===== src/rtl/instr_fetch_queue.sv =====
// Instruction fetch queue: issues in-order reads for PC-stage addresses and delivers {instr, pc} to decode in order.
// Optional same-cycle response-to-decode bypass is enabled by defining IFQ_BYPASS_EN.
module instr_fetch_queue #(
  parameter int DEPTH = 4,
  parameter int AW    = 32,
  parameter int DW    = 32
) (
  input  logic          Clk,
  input  logic          reset,
  input  logic          pc_valid,
  input  logic [AW-1:0] pc,
  output logic          pc_ready,
  output logic          imem_rd,
  output logic [AW-1:0] imem_addr,
  input  logic          imem_rvalid,
  input  logic [DW-1:0] imem_rdata,
  input  logic          flush,
  output logic          instr_valid,
  output logic [DW-1:0] instr,
  output logic [AW-1:0] instr_pc,
  input  logic          dec_ready
);

  localparam int PW = (DEPTH > 1) ? $clog2(DEPTH) : 1;
  localparam int CW = PW + 1;

  typedef enum logic {RUN, FLUSHING} state_t;

  state_t            state_q, state_d;
  logic [AW-1:0]     slot_pc   [DEPTH];
  logic [DW-1:0]     slot_data [DEPTH];
  logic [DEPTH-1:0]  filled_q, filled_d;
  logic [PW-1:0]     alloc_ptr, fill_ptr, rd_ptr;
  logic [CW-1:0]     alloc_cnt, outst_cnt, outst_nxt;
  logic              run, issue, resp_acc, fill, pop, head_filled, bypass_hit;

  // Reset gates the combinational handshakes so nothing is issued or delivered while it is held.
  assign run         = (state_q == RUN) && !reset;
  assign issue       = pc_valid && run && (alloc_cnt < CW'(DEPTH)) && !flush;
  assign pc_ready    = issue;
  assign imem_rd     = issue;
  assign imem_addr   = issue ? pc : '0;
  assign resp_acc    = imem_rvalid && (outst_cnt != '0) && !reset;
  assign fill        = resp_acc && run && !flush;
  assign head_filled = filled_q[rd_ptr];

`ifdef IFQ_BYPASS_EN
  // In-order fills mean fill_ptr == rd_ptr only when the head slot is the one awaiting data.
  assign bypass_hit  = fill && (fill_ptr == rd_ptr) && !head_filled;
`else
  assign bypass_hit  = 1'b0;
`endif

  assign instr_valid = run && !flush && (head_filled || bypass_hit);
  assign pop         = instr_valid && dec_ready;
  assign outst_nxt   = outst_cnt + CW'(issue) - CW'(resp_acc);

  always_comb begin
    instr    = '0;
    instr_pc = '0;
    if (instr_valid) begin
      instr    = slot_data[rd_ptr];
      instr_pc = slot_pc[rd_ptr];
`ifdef IFQ_BYPASS_EN
      if (bypass_hit) instr = imem_rdata;
`endif
    end
  end

  // A bypassed pop sets and clears the same filled bit, netting to empty.
  always_comb begin
    filled_d = filled_q;
    if (issue) filled_d[alloc_ptr] = 1'b0;
    if (fill)  filled_d[fill_ptr]  = 1'b1;
    if (pop)   filled_d[rd_ptr]    = 1'b0;
  end

  always_comb begin
    state_d = state_q;
    case (state_q)
      RUN:      if (flush && (outst_nxt != '0)) state_d = FLUSHING;
      FLUSHING: if (outst_nxt == '0) state_d = RUN;
      default:  state_d = RUN;
    endcase
  end

  always_ff @(posedge Clk) begin
    if (reset) begin
      state_q   <= RUN;
      alloc_ptr <= '0;
      fill_ptr  <= '0;
      rd_ptr    <= '0;
      alloc_cnt <= '0;
      outst_cnt <= '0;
      filled_q  <= '0;
    end else begin
      state_q   <= state_d;
      outst_cnt <= outst_nxt;
      if (flush) begin
        alloc_ptr <= '0;
        fill_ptr  <= '0;
        rd_ptr    <= '0;
        alloc_cnt <= '0;
        filled_q  <= '0;
      end else begin
        if (issue) alloc_ptr <= alloc_ptr + PW'(1);
        if (fill)  fill_ptr  <= fill_ptr + PW'(1);
        if (pop)   rd_ptr    <= rd_ptr + PW'(1);
        alloc_cnt <= alloc_cnt + CW'(issue) - CW'(pop);
        filled_q  <= filled_d;
      end
    end
  end

  // Slot payload needs no reset: filled bits qualify every read.
  always_ff @(posedge Clk) begin
    if (issue) slot_pc[alloc_ptr]  <= pc;
    if (fill)  slot_data[fill_ptr] <= imem_rdata;
  end

endmodule


===== config.mk =====
export PLATFORM = sky130hd
export DESIGN_NAME = instr_fetch_queue
export DESIGN_NICKNAME = d
export VERILOG_FILES = /design/src/rtl/instr_fetch_queue.sv
export SDC_FILE = /design/constraint.sdc
export NUM_CORES = 1
export LEC_CHECK = 0
export ABC_AREA = 0
export BUFFER_PORTS_ARGS = -buffer_cell sky130_fd_sc_hd__buf_2
export CAP_MARGIN = 20
export CORE_ASPECT_RATIO = 0.9
export CORE_MARGIN = 3
export CORE_UTILIZATION = 40
export CTS_BUF_LIST = sky130_fd_sc_hd__clkbuf_4
export CTS_CLUSTER_SIZE = 16
export DETAILED_ROUTE_END_ITERATION = 6
export SYNTH_ARGS = -nofsm -noshare
export SYNTH_HDL_FRONTEND = slang
export SYNTH_SLANG_ARGS = --single-unit

===== constraint.sdc =====
create_clock -name Clk -period 4.55 [get_ports Clk]
set_clock_uncertainty 0.2 [all_clocks]
set_input_delay 0.91 -clock Clk [delete_from_list [all_inputs] [get_ports Clk]]
set_output_delay 0.91 -clock Clk [all_outputs]
set_load 0.02 [all_outputs]

== Word-level counts from Yosys, hierarchy flattened ==
Memory sizes are Yosys's and may differ from the RTL's. A register that Yosys moved wholly into a read port is not among the register bits.
Cells that the tools add are included.

* Bits in writable memories: 256
* Word-level logic and storage cells: 75
* Memories kept: 2
* Bits in registers: 17

* $lt $le $gt $ge: 7
* Multiplexer cells: 25
* $add $sub $neg: 7
* Reduce and logical (&&, ||, !) cells: 21
* Bitwise operators: 6

{| class="wikitable"
|+ Memory list
! name !! depth !! bits a word !! read ports !! clocked after Yosys merged registers in !! write ports !! RTL line !! source
|-
| slot_data || 4 || 32 || 1 || 1 || 1 || 31 || <nowiki>logic [DW-1:0] slot_data [DEPTH];</nowiki>
|-
| slot_pc || 4 || 32 || 1 || 1 || 1 || 30 || <nowiki>logic [AW-1:0] slot_pc [DEPTH];</nowiki>
|}

{| class="wikitable"
|+ Operators with widths
! kind !! count
|-
| $mux 32 || 3
|-
| $logic_and 1x1->1 || 15
|-
| $mux 4 || 3
|-
| $mux 1 || 10
|-
| $lt 2x3->1 const B || 3
|-
| $and 4x4->4 || 2
|-
| $mux 2 || 4
|-
| $not 4->4 || 2
|-
| $add 2x1->2 const B || 3
|-
| $add 3x1->3 || 2
|-
| $demux 1 s2 || 3
|-
| $ge 2x1->1 const B || 3
|-
| $reduce_bool 3->1 || 2
|-
| $sub 3x1->3 || 2
|-
| $or 4x4->4 || 1
|-
| $logic_not 3->1 || 1
|-
| $lt 3x3->1 const B || 1
|-
| $bmux 1 s2 || 1
|-
| $logic_not 1->1 || 2
|-
| $pmux 1 s2 || 1
|-
| $reduce_or 2->1 || 1
|-
| $not 1->1 || 1
|}

== Longest topological paths before layout ==
* Depth after elaboration: 11
* Gate-level depth with buffers: 11
* Gate-level depth less buffers: 9

== Worst setup path before layout ==
Ideal clock, no wire load.

* Kind: input to register
* From: input reset
* To: memory slot_pc[0][0] (enable)
* Library setup time: 461 ps
* Cell stages on the path: 4
* Buffers on the path: 2
* Required time: 3889 ps
* Slack: 75 ps
* Arrival time: 3814 ps
* Path through: buf_2 or3_1 clkbuf_1 nor3_1

* Cells in the longest elaborated chain, start to end: 7

{| class="wikitable"
|+ Ends and longest elaborated chain
! item !! RTL line !! source
|-
| start, declared || 9 || <nowiki>input logic reset,</nowiki>
|-
| $logic_not 1->1 || 38 || <nowiki>assign run = (state_q == RUN) && !reset;</nowiki>
|-
| $logic_and 1x1->1 || 38 ||
|-
| $logic_and 1x1->1 (3 in a row) || 39 || <nowiki>assign issue = pc_valid && run && (alloc_cnt < CW'(DEPTH)) && !flush;</nowiki>
|-
| $mux 1 || 117 || <nowiki>if (issue) slot_pc[alloc_ptr] <= pc;</nowiki>
|-
| $mux 1 (not written as such) || 117 ||
|-
| end, declared || 30 ||
|}

No other way between the ends.

== Final worst setup path ==
* From: register rd_ptr[0]
* To: output instr_pc[31]

* Cells in the longest elaborated chain, start to end: 4

{| class="wikitable"
|+ Ends and longest elaborated chain
! item !! RTL line !! source
|-
| start, declared || 33 || <nowiki>logic [PW-1:0] alloc_ptr, fill_ptr, rd_ptr;</nowiki>
|-
| start signal, assigned || 108 || <nowiki>if (pop) rd_ptr <= rd_ptr + PW'(1);</nowiki>
|-
| $bmux 1 s2 || 45 || <nowiki>assign head_filled = filled_q[rd_ptr];</nowiki>
|-
| $mux 1 (not written as such) || 45 ||
|-
| $logic_and 1x1->1 || 54 || <nowiki>assign instr_valid = run && !flush && (head_filled || bypass_hit);</nowiki>
|-
| $mux 32 || 61 || <nowiki>if (instr_valid) begin</nowiki>
|-
| end, declared || 20 || <nowiki>output logic [AW-1:0] instr_pc,</nowiki>
|}

No other way between the ends. The select of a mux whose other input is x is not followed.

==> metrics.yaml <==
status: "complete, no violations"
fp.dieH_microns: 164
syn-num-nets: 672
htree_levels: 3
fp.coreArea_sq_mm: 0.0272
globalplace.congestion: 0.730
period_needed_ns: 3.89
synth_largest_area_cell: "edfxtp_1"
hpwl_microns: 14000
fin_tns_setup_ns: 0
totalWireLength_microns: 23600
critPathMaxFanout: 38
num-nets-final: 886
yosys_warnings: 0
placed_area_sq_mm: 0.0123
clk_latency_ns: 0.62
synth_edf_count: 256
p_int_mw: 4.00
syn_area_sq_mm: 0.0111
critical_path_class: "flop to output pin"
io_pins: 169
track_usage: 0.158
min_from: "imem_rdata[13]"
grt_max_degree: 73
die_area_sq_mm: 0.0298
r2r-start: "rd_ptr[0]$_SDFFE_PP0P_"
max_freq_ghz: 0.257
clk_path_buf_depth: 3
total_leakage_power_nw: 5.10
worstPathRequired_ns: 3.44
critPathCaptureType: "output pin"
path_clk_slew_ns: 0.06
slew_headroom: 0.317
p_seq_frac: 0.554
yosys.area.top_type_share: 0.693
start_kind: "flop"
worstMarginPinSlew_ns: 1.03
critPathArrivalTime_ns: 2.78
peakVddDrop_uv: 216
combPwrFrac: 0.068
dr.pass1.iters: 4
ant_nets: 0
p_clk_frac: 0.378
die-width_microns: 182
cts.repair.resized: 0
cts_tree: "yes"
clkSinkCount: 275
grt_pass1_wl_microns: 36300
cp-startpoint: "rd_ptr[0]$_SDFFE_PP0P_"
rsz0062_at_grt: "false"
postCtsSetupBuffers: 0
setup_viol: 0
hold_viol_final: 0
start_util: 0.408
synthArstFlopShare: 0
area_delta_synth_final_pct: 18.5
sw_frac_of_total: 0.222
period_share: 0.856
netlist-cell-type-count: 38
viasPerCell: 5.25
ys_ff_latch: 275
drt_first_iter_violations: 322
numPortBuffers: 168
grt_pass1_vias: 6684
cts_made_buffers: 72
via_count: 6257
final_layout_size_suffix_gt1_frac: 0.442
cts_root_buffer: "clkbuf_4"
hold_class: "input pin to flop"
wl_per_cell_microns: 19.8
fillers: 2344
cts_hold_buffers: 0
syn_inst: 584
synth.avg_cell_area_sq_um: 19.0
fp-row-count: 57
timing.max_cap.violations: 0
yosysSeqAreaShare: 0.727
design_area_sq_mm: 0.0132
drc: 0
switchingPower_mw: 1.14
finalPower_mw: 5.14
p_per_area_mw_per_mm2: 391
antenna_found_initial: 6
slew_viol_final: 0
synth.area.top_cells: "edfxtp_1 69%, mux4_2 13%, and3_1 5.1%, dfxtp_1 3.4%, ha_1 1.8%"
ys.flop_type: "edfxtp_1"
grt_overflow_total: 0
==> cells in the mapped netlist (all sizes together) (2+ instances only) <==
library cell,number
nor3,7
fa,2
clkbuf,27
nor4b,2
xnor2,3
mux4,65
and3,96
and2,3
buf,15
a21oi,7
nand3,9
o311ai,4
inv,23
nor3b,2
dfxtp,19
or3,2
ha,16
o21ai,5
nor2,7
edfxtp,256
a22oi,4
==> sequential cells by signal, summed over array words and instances (netlist names), named ones only <==
name	flops
rd_ptr	2
slot_pc	128
outst_cnt	3
alloc_ptr	2
filled_q	4
alloc_cnt	3
slot_data	128
fill_ptr	2
state_q	1
==> metrics by stage <==
stage	hold slack [ns]	setup WS [ns]	utilization	cells
floorplan	0.284	0.0753	-	584
global placement	0.298	1.07	0.454	1078
detailed placement	0.325	1.07	0.454	1078
CTS	0.233	0.581	0.484	1189
global route	0.232	0.470	0.484	1191
finish	0.296	0.657	0.484	1191
==> metal layers <==
metal  part of all wire  up-vias  track usage
li1                   -     2818            -
met1               0.42     3145        0.193
met2               0.48      225        0.254
met3              0.080       59       0.0587
met4              0.023       10       0.0665
met5             0.0029        -            0
==> worst paths after layout <==
path                                endpoint  slack, ns  depth (start not counted)
hold / removal    slot_data[3][13]$_DFFE_PP_       0.30                          1
setup reg to reg     alloc_cnt[2]$_SDFF_PP0_       1.26                          9
hold reg to reg     fill_ptr[0]$_SDFFE_PP0N_       0.33                          2
setup / recovery                instr_pc[31]       0.66                          4
==> power by group through the flow <==
| stage | Combinational (mW) | Sequential [mW] | Clock [mW] |
|---|---|---|---|
| floorplan | 0.221 | 2.89 | 0 |
| global placement | 0.337 | 2.89 | 0 |
| detailed placement | 0.353 | 2.90 | 0 |
| CTS | 0.355 | 2.84 | 2.03 |
| global route | 0.385 | 2.85 | 2.17 |
| finish | 0.347 | 2.84 | 1.94 |
==> placed cells by master, fill, tap and decap left out, types with 8 or more instances in the layout <==
master	netlist	final
ha_1	16	16
edfxtp_1	256	256
dfxtp_1	19	17
clkbuf_4	0	100
buf_4	3	13
inv_1	23	23
clkinv_1	0	8
and3_1	91	91
buf_2	10	168
nand3_1	9	9
mux4_2	65	65
==> area by class of cell <==
type,count,area (sq um),share of cell area
repair buffers,182,958,0.0729
flip-flops and latches,275,8080,0.614
well taps,354,443,0.0337
clock inverters,11,67.6,0.00514
multi-input cells,244,2770,0.210
diodes,2,5.00,0.000381
clock buffers,100,751,0.0571
inverters,23,86.3,0.00656
==> worst max-delay path, stage by stage (launching register included) <==
cell and delay, ns:
dfxtp_1 0.48, mux4_2 0.87, buf_4 0.38, and3_2 0.24
buf_2 0.15
==> cells by family after synthesis <==
kind of cell,count (synthesis),share of synthesized area
simple gates,133,0.0753
buf+inv,65,0.0258
xor+xnor,4,0.00316
fa+ha+maj,18,0.0216
compound gates,22,0.0132
mux,67,0.134
flops,275,0.727
Power figures use the tool's default switching activity.
